[config.mk]
export PLATFORM = sky130hd
export DESIGN_NAME = uart_rx
export DESIGN_NICKNAME = d
export VERILOG_FILES = /design/src/rtl/uart_rx.sv
export SDC_FILE = /design/constraint.sdc
export NUM_CORES = 1
export LEC_CHECK = 0
export BUFFER_PORTS_ARGS = -buffer_cell sky130_fd_sc_hd__buf_4
export CORE_MARGIN = 5
export CORE_UTILIZATION = 50
export DETAILED_ROUTE_END_ITERATION = 6
export PLACE_DENSITY = 0.69
export REMOVE_ABC_BUFFERS = 1
export SETUP_SLACK_MARGIN = 0.1
export SLEW_MARGIN = 10
export SYNTH_ARGS = -nofsm -noshare
export SYNTH_HDL_FRONTEND = slang
export SYNTH_SLANG_ARGS = --single-unit
export TNS_END_PERCENT = 10
[constraint.sdc]
create_clock -name clk -period 2.3 [get_ports clk]
set_input_delay 0.46 -clock clk [delete_from_list [all_inputs] [get_ports clk]]
set_output_delay 0.46 -clock clk [all_outputs]
set_load 0.05 [all_outputs]
[src/rtl/uart_rx.sv]
// rtl/uart_rx.sv - 8N1 UART receiver with 16x oversampling and valid/ren byte handshake
module uart_rx #(
  parameter int CLK_FREQ  = 50000000,
  parameter int BAUD_RATE = 115200,
  parameter int DIV       = CLK_FREQ / (BAUD_RATE * 16)
) (
  input  logic       clk,
  input  logic       rst,
  input  logic       rx_in,
  output logic [7:0] dout,
  output logic       valid,
  input  logic       ren,
  output logic       frame_err,
  output logic       overrun,
  output logic       busy
);

  localparam int CW = (DIV > 1) ? $clog2(DIV) : 1;

  typedef enum logic [2:0] {IDLE, START, DATA, STOP, BREAK} state_t;

  state_t        state, state_n;
  logic          sync1, rx_s;
  logic [CW-1:0] tick_cnt;
  logic          tick;
  logic [3:0]    s;
  logic [2:0]    bit_idx;
  logic [7:0]    shift;
  logic          deliver, ferr, shift_en;

  always_ff @(posedge clk or posedge rst) begin
    if (rst) begin
      sync1 <= 1'b1;
      rx_s  <= 1'b1;
    end else begin
      sync1 <= rx_in;
      rx_s  <= sync1;
    end
  end

  // Held at zero while idle so the first tick lands DIV cycles after the start edge.
  assign tick = (tick_cnt == CW'(DIV - 1));

  always_ff @(posedge clk or posedge rst) begin
    if (rst)                        tick_cnt <= '0;
    else if (state == IDLE || tick) tick_cnt <= '0;
    else                            tick_cnt <= tick_cnt + CW'(1);
  end

  always_ff @(posedge clk or posedge rst) begin
    if (rst) state <= IDLE;
    else     state <= state_n;
  end

  always_comb begin
    state_n  = state;
    deliver  = 1'b0;
    ferr     = 1'b0;
    shift_en = 1'b0;
    case (state)
      IDLE:  if (!rx_s) state_n = START;
      START: if (tick && s == 4'd7) state_n = rx_s ? IDLE : DATA;
      DATA: begin
        if (tick && s == 4'd15) begin
          shift_en = 1'b1;
          if (bit_idx == 3'd7) state_n = STOP;
        end
      end
      STOP: begin
        if (tick && s == 4'd15) begin
          if (rx_s) begin
            deliver = 1'b1;
            state_n = IDLE;
          end else begin
            ferr    = 1'b1;
            state_n = BREAK;
          end
        end
      end
      BREAK:   if (rx_s) state_n = IDLE;
      default: state_n = IDLE;
    endcase
  end

  always_ff @(posedge clk or posedge rst) begin
    if (rst) begin
      s         <= '0;
      bit_idx   <= '0;
      shift     <= '0;
      dout      <= '0;
      valid     <= 1'b0;
      frame_err <= 1'b0;
      overrun   <= 1'b0;
    end else begin
      frame_err <= ferr;
      overrun   <= 1'b0;
      if (state == IDLE) begin
        s       <= '0;
        bit_idx <= '0;
      end else if (tick) begin
        if (state == START && s == 4'd7) s <= '0;
        else                             s <= s + 4'd1;
      end
      if (shift_en) begin
        shift   <= {rx_s, shift[7:1]};
        bit_idx <= bit_idx + 3'd1;
      end
      // A pop in the delivery cycle frees the slot, so the new byte replaces the old one.
      if (deliver) begin
        if (!valid || ren) begin
          dout  <= shift;
          valid <= 1'b1;
        end else begin
          overrun <= 1'b1;
        end
      end else if (valid && ren) begin
        valid <= 1'b0;
      end
    end
  end

  assign busy = (state != IDLE);

endmodule

==> impl_metrics.tcl, run 1 <==
set metrics [dict create \
    r2r-end "shift[6]" \
    core_um2 3028 \
    final_common_cell "dfrtp_1" \
    cts_max_level 2 \
    fp.dieW_um 65.77 \
    grt_pass1_vias 942 \
    finalPower_uw 1083 \
    power_frac_seq_pct 58.9 \
    drt_drc_violations_left 0 \
    finClkSkew_ps 10.37 \
    die_height_um 65.77 \
    instances_no_fill 195 \
    max_freq_mhz 490.7 \
    clk_pin_slew_ps 100 \
    track_usage_pct 12.92 \
    finalSetupViolCount 0 \
    numCtsBuffers 5 \
    wl_per_cell_um 11.97 \
    final_cell_mix "dfrtp_1 (34), buf_4 (18), nand2_1 (15)" \
    grt_start_max_net_pins 37 \
    synth_area_leaders "dfrtp_1 (55%), mux2_2 (8.0%), ha_1 (4.0%), mux2_1 (3.6%), nand2_1 (3.6%)" \
    ys_seq_area_share_pct 58.09 \
    synth_top_area_cell "dfrtp_1" \
    cellInternalPower_uw 867.1 \
    finalMaxSlewViolations 0 \
    clockRootBuffer "clkbuf_4" \
    worstSetupPathType "flop to output port" \
    switching_power_uw 216.3 \
    drtIter0Drc 37 \
    fill_cells 267 \
    crit_path_end_kind "output port" \
    reg2reg_depth 6 \
    cts_tree "built" \
    io_pins 16 \
    postRouteAntennaNets 0 \
    grt_pass1_wl_um 4174 \
    r2r_slack_ps 430 \
    seq_area_um2 903.4 \
    hold_class "input pin to async pin" \
    start_kind "flop" \
    slew_headroom_pct 71.31 \
    num_vias 986 \
    rows 20 \
    cts_setup_buffers 0 \
    swShare_pct 19.96 \
    power.share.combinational_pct 1.5 \
    ys_ff_latch 36 \
    multiInputGateArea_um2 625.6 \
    viasPerCell 5.056 \
    critPathMaxStageDelay_ps 520 \
    fin_crit_sh_pct 88.61 \
    drive_gt1_share_pct 28.48 \
    routed_wl_um 2334 \
    areaGrowthSynthToFinish_pct 16.41 \
    cp_data_required_time_ps 1840 \
    power_density_nw_per_um2 598.4 \
    num_antenna_cells 0 \
    grt_antenna_before_repair 0 \
    p_leak_uw 0.0009076 \
    cts_resized 0 \
    pwr-share-clk_pct 39.6 \
    gp_congestion 0.7000 \
    detailed_place_hpwl_um 1687 \
    overflow 0 \
    maxCapViolCount 0 \
    ys_types 32 \
    clockBufferDepth 2 \
    vdd_drop_max_mv 0.4573 \
    ys_warn_count 0 \
    holdBufCountCts 0 \
    dieArea_um2 4326 \
    clock_latency_ps 330 \
    min_period_ps 2038 \
    crit_arrival_ps 1580 \
    crit_chain "nor3_1 -> inv_1 -> buf_4" \
    mappedNetlistArea_um2 1555 \
    outcome "finished clean" \
    crit_fanout 12 \
    final_nets 159 \
    reg2reg_from "tick_cnt[0]" \
    synth_area_per_cell_um2 12.25 \
    start_util_pct 51.36 \
    synth_cells 127 \
    port_buffers 15 \
    hold_viol 0 \
    clock-sinks 36 \
    cp_slowest_cell "dfrtp_1" \
    finalSetupTns_ps 0 \
    dp_cells 187 \
    synth_top_area_share_pct 54.71 \
    rsz0062_at_grt "no" \
    worst_pin_slew_ps 430.4 \
    dr.pass1.iters 4 \
]
## synth_stat cells (all sizes together)
cell type,n
a21oi,3
inv,3
nand4,1
xor2,3
ha,5
nand2,16
or3,1
o211ai,1
nor4b,1
nor2,13
o21ai,4
dfstp,2
and2,1
a211oi,2
nand2b,2
and4,1
and2b,1
mux2,16
clkbuf,1
buf,1
nand3,7
nand4b,2
o31ai,1
mux2i,1
nor3,2
dfrtp,34
and4b,1
xnor2,1
## routing by layer
metal | share of wire (%) | routed length (µm) | global-route usage (%)
met1 | 46 | 1072 | 14.84
met3 | 4.4 | 103 | 5.272
met2 | 48 | 1128 | 20.78
met4 | 1.2 | 29 | 6.218
met5 | 0 | 0 | 0
## final cells by class
type	instances	share of cell area, %
flip-flops and latches	36	49.90
multi-input cells	86	34.55
inverters	3	0.6220
clock buffers	5	2.073
clock inverters	3	2.350
well taps	44	3.041
repair buffers	18	7.464
## how the worst max path moves through the flow
stage | cells past startpoint | endpoint | slack [ps] | startpoint
2_1_floorplan | 5 | shift[4] | 380 | tick_cnt[0]
3_3_place_gp | 6 | shift[4] | 490 | tick_cnt[0]
3_5_place_dp | 6 | shift[7] | 440 | tick_cnt[0]
4_1_cts | 3 | busy | 230 | state[0]
5_1_grt | 3 | busy | 120 | state[0]
6_report | 3 | busy | 260 | state[0]
## power by group through the flow
stage / logic (µW) / registers (µW) / clock network [µW]
6_report: 16.5 / 638 / 429
5_1_grt: 20.1 / 639 / 483
4_1_cts: 17.8 / 638 / 448
3_5_place_dp: 17.9 / 650 / 0
3_3_place_gp: 17.7 / 650 / 0
2_1_floorplan: 9.58 / 649 / 0
## flip-flops by register name (all words and copies together) (netlist names)
name	cells
valid	1
sync1	1
tick_cnt	5
dout	8
rx_s	1
shift	8
frame_err	1
bit_idx	3
overrun	1
s	4
state	3
## worst max-delay path: cells and delay by family (launching register included)
family                 cells  cell delay (ps)
DFF                        1              520
buffers and inverters      2              410
and+or+nand+nor            1              320
## through the flow
stage	setup slack [ps]	instance area [µm²]	util (%)	hold slack [ps]
2_1_floorplan	377.2	1540	-	345.2
3_3_place_gp	492.3	1730	57.15	348.2
3_5_place_dp	438.3	1730	57.15	352.1
4_1_cts	227.1	1810	59.79	209.2
5_1_grt	122.6	1810	59.79	192.8
6_report	262.0	1810	59.79	212.2
## kinds of logic (layout without fill, tap and decap cells)
group	Yosys count	count (layout)	share of synthesized area [%]
AOI/OAI and AO/OA	11	11	4.183
xor gates and xnor gates	4	4	2.253
adders and majority gates	5	5	4.023
buffers and inverters	5	29	1.689
DFF	36	36	58.09
muxes	17	17	12.23
and+or+nand+nor	49	49	17.54
(Power assumes the default switching activity.)
==> inputs of run 2 (changes only) <==
--- a/config.mk
+++ b/config.mk
@@ -11,7 +11,7 @@
 export DETAILED_ROUTE_END_ITERATION = 6
 export PLACE_DENSITY = 0.69
 export REMOVE_ABC_BUFFERS = 1
-export SETUP_SLACK_MARGIN = 0.1
+export SETUP_SLACK_MARGIN = 0.3
 export SLEW_MARGIN = 10
 export SYNTH_ARGS = -nofsm -noshare
 export SYNTH_HDL_FRONTEND = slang
==> run 2 against run 1 <==
Compared with the run above:
- final area increased by 1.2%
- non-clock buffer count rose by 2
- first-iteration DRC count grew 14%
- critical path depth rose by 3
- maximum frequency increased by 9.0%
- routed wire length up 1.1%
- critical endpoint is now shift[6]
- sequential share of layout area is 0.51 points lower
- highest routed layer unchanged
- sequential power about the same
- largest cell class unchanged
==> impl_metrics.tcl, run 2 (synthesis results as in run 1) <==
set metrics [dict create \
    cts_max_level 2 \
    hold_class "input pin to async pin" \
    num_vias 988 \
    finalMaxSlewViolations 0 \
    grt_pass1_vias 954 \
    num_antenna_cells 0 \
    grt_start_max_net_pins 37 \
    start_kind "flop" \
    track_usage_pct 13.03 \
    dieArea_um2 4326 \
    power.share.combinational_pct 1.5 \
    die_height_um 65.77 \
    viasPerCell 5.015 \
    pwr-share-clk_pct 39.6 \
    rows 20 \
    cp_data_required_time_ps 2510 \
    slew_headroom_pct 71.58 \
    port_buffers 15 \
    cp_top_family "simple AND/OR/NAND/NOR gates" \
    dr.pass1.iters 4 \
    areaGrowthSynthToFinish_pct 17.78 \
    critPathMaxStageDelay_ps 420 \
    hold_viol 0 \
    final_common_cell "dfrtp_1" \
    reg2reg_depth 6 \
    drt_drc_violations_left 0 \
    overflow 0 \
    fp.dieW_um 65.77 \
    finalSetupTns_ps 0 \
    clk_pin_slew_ps 110 \
    switching_power_uw 216.9 \
    outcome "finished clean" \
    r2r_slack_ps 430 \
    crit_buf_inv 2 \
    largestRegisters "dout x8, shift x8, tick_cnt x5" \
    rsz0062_at_grt "no" \
    finalSetupViolCount 0 \
    crit_cells 6 \
    power_density_nw_per_um2 591.8 \
    fin_crit_sh_pct 81.29 \
    drive_gt1_share_pct 30.72 \
    crit_path_end_kind "flop" \
    detailed_place_hpwl_um 1687 \
    core_um2 3028 \
    final_cell_mix "dfrtp_1 (33), buf_4 (20), nand2_1 (15)" \
    routed_wl_um 2360 \
    fin_worst_hold_slack_ps 208.8 \
    numCtsBuffers 5 \
    grt_antenna_before_repair 0 \
    finClkSkew_ps 10.40 \
    worstSetupPathType "flop to flop" \
    io_pins 16 \
    crit_fanout 13 \
    p_leak_uw 0.0009159 \
    min_period_ps 1870 \
    maxCapViolCount 0 \
    drtIter0Drc 42 \
    max_freq_mhz 534.8 \
    crit_arrival_ps 2080 \
    postRouteAntennaNets 0 \
    cp_slowest_cell "dfrtp_1" \
    clock_latency_ps 330 \
    power_frac_seq_pct 58.9 \
    crit_chain "inv_1 -> ha_1 -> nand4b_4 -> nor4b_4 -> buf_4 -> mux2_1" \
    start_util_pct 51.36 \
    worst_pin_slew_ps 426.3 \
    swShare_pct 20.01 \
    final_nets 161 \
    vdd_drop_max_mv 0.4574 \
    grt_pass1_wl_um 4215 \
    clockBufferDepth 2 \
    wl_per_cell_um 11.98 \
    cts_tree "built" \
    cellInternalPower_uw 867.1 \
    clockRootBuffer "clkbuf_4" \
    gp_congestion 0.7000 \
    clock-sinks 36 \
]
run 2: changes by cell type in the layout (fill, tap and decap cells not counted), sizes merged:
cell / previous run / this run
buf: 18 / 20
run 2: stage by stage:
step / instance area [µm²] / power, µW / utilization (%) / setup slack, ps / cells
finish: 1832 / 1084 / 60.50 / 430.3 / 197
global route: 1832 / 1142 / 60.50 / 340.2 / 197
CTS: 1815 / 1104 / 59.96 / 306.9 / 195
detailed placement: 1730 / 668.1 / 57.15 / 438.3 / 187
global placement: 1730 / 667.9 / 57.15 / 492.3 / 187
floorplan: 1540 / 659.0 / - / 377.2 / 125
run 2: final timing paths:
kind                        startpoint   endpoint
max                        tick_cnt[0]   shift[6]
min                                rst  frame_err
max reg2reg                tick_cnt[0]   shift[6]
min reg2reg                      sync1       rx_s
max in group asynchronous          rst       rx_s
min in group clk                 rx_in      sync1
run 2: power by group through the flow:
| stage | Combinational, µW | Sequential, µW | Clock, µW |
|---|---|---|---|
| 2_1_floorplan | 9.58 | 649 | 0 |
| 3_3_place_gp | 17.7 | 650 | 0 |
| 3_5_place_dp | 17.9 | 650 | 0 |
| 4_1_cts | 17.8 | 638 | 448 |
| 5_1_grt | 20.1 | 639 | 483 |
| 6_report | 16.4 | 638 | 430 |
run 2: metal layers:
| metal | up-vias | global-route usage [%] | part of all wire (%) |
|---|---|---|---|
| li1 | 490 | - | - |
| met1 | 480 | 14.84 | 46 |
| met2 | 13 | 21.15 | 49 |
| met3 | 5 | 5.272 | 4.2 |
| met4 | 0 | 6.218 | 1.2 |
| met5 | - | 0 | 0 |
run 2: cell type report:
class                   instances  area, µm²
clock inverters                 3      42.54
well taps                      44      55.05
inverters                       3      11.26
clock buffers                   5      37.54
flip-flops and latches         36      904.6
repair buffers                 20      150.1
fillers                       265       1196
multi-input cells              86      630.6
run 2: tightest hold or removal path, cell delays in order:
cell	delay (ps)
buf_4	110
inv_1	40
buf_4	370
run 2: what timing repair did:
action / CTS / global route
hold endpoints to repair: 0 / 0
hold buffers: 0 / 0
setup buffers: 0 / 2
gates resized for setup: 1 / 1
endpoints found under the setup margin: 1 / 1
==> inputs of run 3 (changes only) <==
--- a/config.mk
+++ b/config.mk
@@ -5,11 +5,12 @@
 export SDC_FILE = /design/constraint.sdc
 export NUM_CORES = 1
 export LEC_CHECK = 0
+export ABC_AREA = 1
 export BUFFER_PORTS_ARGS = -buffer_cell sky130_fd_sc_hd__buf_4
 export CORE_MARGIN = 5
 export CORE_UTILIZATION = 50
 export DETAILED_ROUTE_END_ITERATION = 6
-export PLACE_DENSITY = 0.69
+export PLACE_DENSITY = 0.72
 export REMOVE_ABC_BUFFERS = 1
 export SETUP_SLACK_MARGIN = 0.3
 export SLEW_MARGIN = 10
==> constraint.sdc (replaced) <==
create_clock -name clk -period 1.7 [get_ports clk]
set_input_delay 0.34 -clock clk [delete_from_list [all_inputs] [get_ports clk]]
set_output_delay 0.34 -clock clk [all_outputs]
set_load 0.05 [all_outputs]
==> run 3 against run 2 <==
Compared with the run above:
- clock power is 10% higher
- final area up 12%
- sequential cell count did not move
- setup slack got worse by 220 ps
- first-iteration DRC count rose by 33%
- via count grew 26%
- global-route usage grew 2.5 points
- die area rose by 4.6%
- synthesized cell count rose by 36%
- clock skew down 1.6 ps
- non-clock buffer count is 11 higher
- cell count increased by 28%
- critical endpoint is now busy
- largest cell class unchanged
==> impl_metrics.tcl, run 3 <==
set metrics [dict create \
    largestRegisters "dout x8, shift x8, tick_cnt x5" \
    instances_no_fill 252 \
    crit_arrival_ps 1150 \
    ys_seq_area_share_pct 55.07 \
    synth_area_leaders "dfrtp_1 (52%), nand2_1 (8.9%), inv_1 (4.3%), o21ai_2 (4.3%), ha_1 (3.8%)" \
    ys_types 28 \
    timing.final.ws_setup_ps 209.6 \
    ys_warn_count 0 \
    clockBufferDepth 2 \
    cts_max_level 2 \
    io_pins 16 \
    fp.dieW_um 67.28 \
    port_buffers 15 \
    finalSetupViolCount 0 \
    num_antenna_cells 0 \
    crit_path_end_kind "output port" \
    dp_cells 233 \
    dr.pass1.iters 4 \
    preCtsSetupSlack_ps 104.5 \
    clock-sinks 36 \
    slew_headroom_pct 71.14 \
    detailed_place_hpwl_um 2021 \
    clockRootBuffer "clkbuf_4" \
    ys_async_sr_fraction_pct 100.0 \
    drive_gt1_share_pct 34.62 \
    grt_pass1_wl_um 5209 \
    worstSetupPathType "flop to output port" \
    dieArea_um2 4526 \
    p_leak_uw 0.0009973 \
    routed_wl_um 2994 \
    synth_cells 173 \
    cts_tree "built" \
    pwr-share-clk_pct 34.7 \
    fin_worst_hold_slack_ps 82.76 \
    min_period_ps 1490 \
    power.share.combinational_pct 1.9 \
    final_cell_mix "nand2_1 (34), dfrtp_1 (33), buf_4 (26)" \
    clock_latency_ps 340 \
    finalSetupTns_ps 0 \
    drtIter0Drc 56 \
    synth_edf_count 0 \
    switching_power_uw 291.9 \
    holdBufCountCts 0 \
    power_frac_seq_pct 63.4 \
    swShare_pct 21.44 \
    finalMaxSlewViolations 0 \
    clk_pin_slew_ps 100 \
    grt_antenna_before_repair 0 \
    postRouteAntennaNets 0 \
    track_usage_pct 15.52 \
    synth_top_area_share_pct 51.87 \
    critPathMaxStageDelay_ps 400 \
    gp_congestion 0.8586 \
    cp_slowest_cell "dfrtp_1" \
    cp_top_family "flip-flops" \
    synth_area_per_cell_um2 9.482 \
    fin_crit_sh_pct 87.67 \
    outcome "finished clean" \
    cellInternalPower_uw 1070 \
    crit_fanout 2 \
    overflow 0 \
    synth_top_area_cell "dfrtp_1" \
    hold_class "input pin to async pin" \
    finClkSkew_ps 8.790 \
    final_nets 216 \
    cp_data_required_time_ps 1360 \
    areaGrowthSynthToFinish_pct 24.64 \
    grt_start_max_net_pins 37 \
    wl_per_cell_um 11.88 \
    ys_ff_latch 36 \
    num_vias 1241 \
    max_freq_mhz 671.0 \
    die_height_um 67.28 \
    vdd_drop_max_mv 0.5146 \
    synthFlopType "dfrtp_1" \
    worst_pin_slew_ps 432.9 \
    final_common_cell "nand2_1" \
    finalPower_uw 1362 \
    crit_chain "nor2_2 -> nand2_2 -> buf_6" \
    core_um2 3103 \
    grt_pass1_vias 1278 \
    power_density_nw_per_um2 666.0 \
    synthMostInstantiatedCell "nand2_1" \
    maxCapViolCount 0 \
    start_kind "flop" \
    hold_viol 0 \
    rows 20 \
    numCtsBuffers 5 \
    start_util_pct 52.86 \
    drt_drc_violations_left 0 \
    crit_buf_inv 1 \
    viasPerCell 4.925 \
    mappedNetlistArea_um2 1640 \
    rsz0062_at_grt "yes" \
    synth_common_cells "nand2_1 (39), dfrtp_1 (34), inv_1 (19), nand3_1 (11), nor2_1 (11)" \
]
## run 3: cell count changes after synthesis, moves of 3 or more
cell     before  now
o21ai_2       0    8
inv_1         3   19
nand2_1      15   39
nand3_1       7   11
mux2_2       11    0
o21ai_1       0    9
mux2_1        5    0
buf_2         0    3
## run 3: stage by stage
step | util (%) | area, µm²
2_1_floorplan | - | 1614
6_report | 65.89 | 2044
3_5_place_dp | 58.63 | 1819
4_1_cts | 63.67 | 1976
3_3_place_gp | 58.63 | 1819
5_1_grt | 65.89 | 2044
## run 3: cell type report
| cell class | instances | area (µm²) |
|---|---|---|
| fillers | 257 | 1059 |
| flip-flops and latches | 36 | 904.6 |
| multi-input cells | 111 | 674.4 |
| repair buffers | 31 | 260.3 |
| inverters | 22 | 87.58 |
| clock buffers | 7 | 55.05 |
| well taps | 44 | 55.05 |
| clock inverters | 1 | 7.507 |
## run 3: worst paths after layout
| check | startpoint | to | slack (ps) | cells past startpoint |
|---|---|---|---|---|
| setup / recovery | state[0] | busy | 210 | 3 |
| hold reg to reg | sync1 | rx_s | 360 | 0 |
| min in group clk | rx_in | sync1 | 100 | 1 |
| max in group asynchronous | rst | rx_s | 1270 | 3 |
| hold / removal | rst | dout[3] | 80 | 3 |
| setup reg to reg | tick_cnt[0] | state[2] | 220 | 10 |
## run 3: timing repair
item                                    in CTS  in global routing
resized for setup                            9                 11
endpoints found under the setup margin      25                 25
setup buffers                                8                  3
pin swaps                                    3                  5
## run 3: cell families after synthesis
group	share of synthesized area, %
simple gates	22.27
flops	55.07
compound gates	10.30
buf+inv	6.941
fa+ha+maj	3.814
xor+xnor	1.602
## run 3: layer usage
layer	routed length [µm]	GRT usage, %	part of all wire, %	vias to the layer above
met5	0	0	0	-
met4	42	5.570	1.4	0
met3	135	6.988	4.5	5
met2	1551	26.38	52	22
met1	1264	17.06	42	592
li1	-	-	-	622
## run 3: worst reg2reg max path, cell delays in order, from the launching register on
cell and delay (ps):
dfrtp_1 390, inv_1 60, ha_2 180, nand2_2 70, nor2_4 150, buf_6 120
nand2_1 60, nand2_2 90, nand2_4 70, o21bai_1 130, nand2_1 70
## run 3: power groups by stage
stage                     registers [µW]  logic [µW]  clock network (µW)
final                                863        25.7                 473
after global routing                 864        31.2                 540
after CTS                            863        27.4                 494
after detailed placement             880        27.4                   0
after global placement               880        26.4                   0
after floorplan                      879        15.3                   0
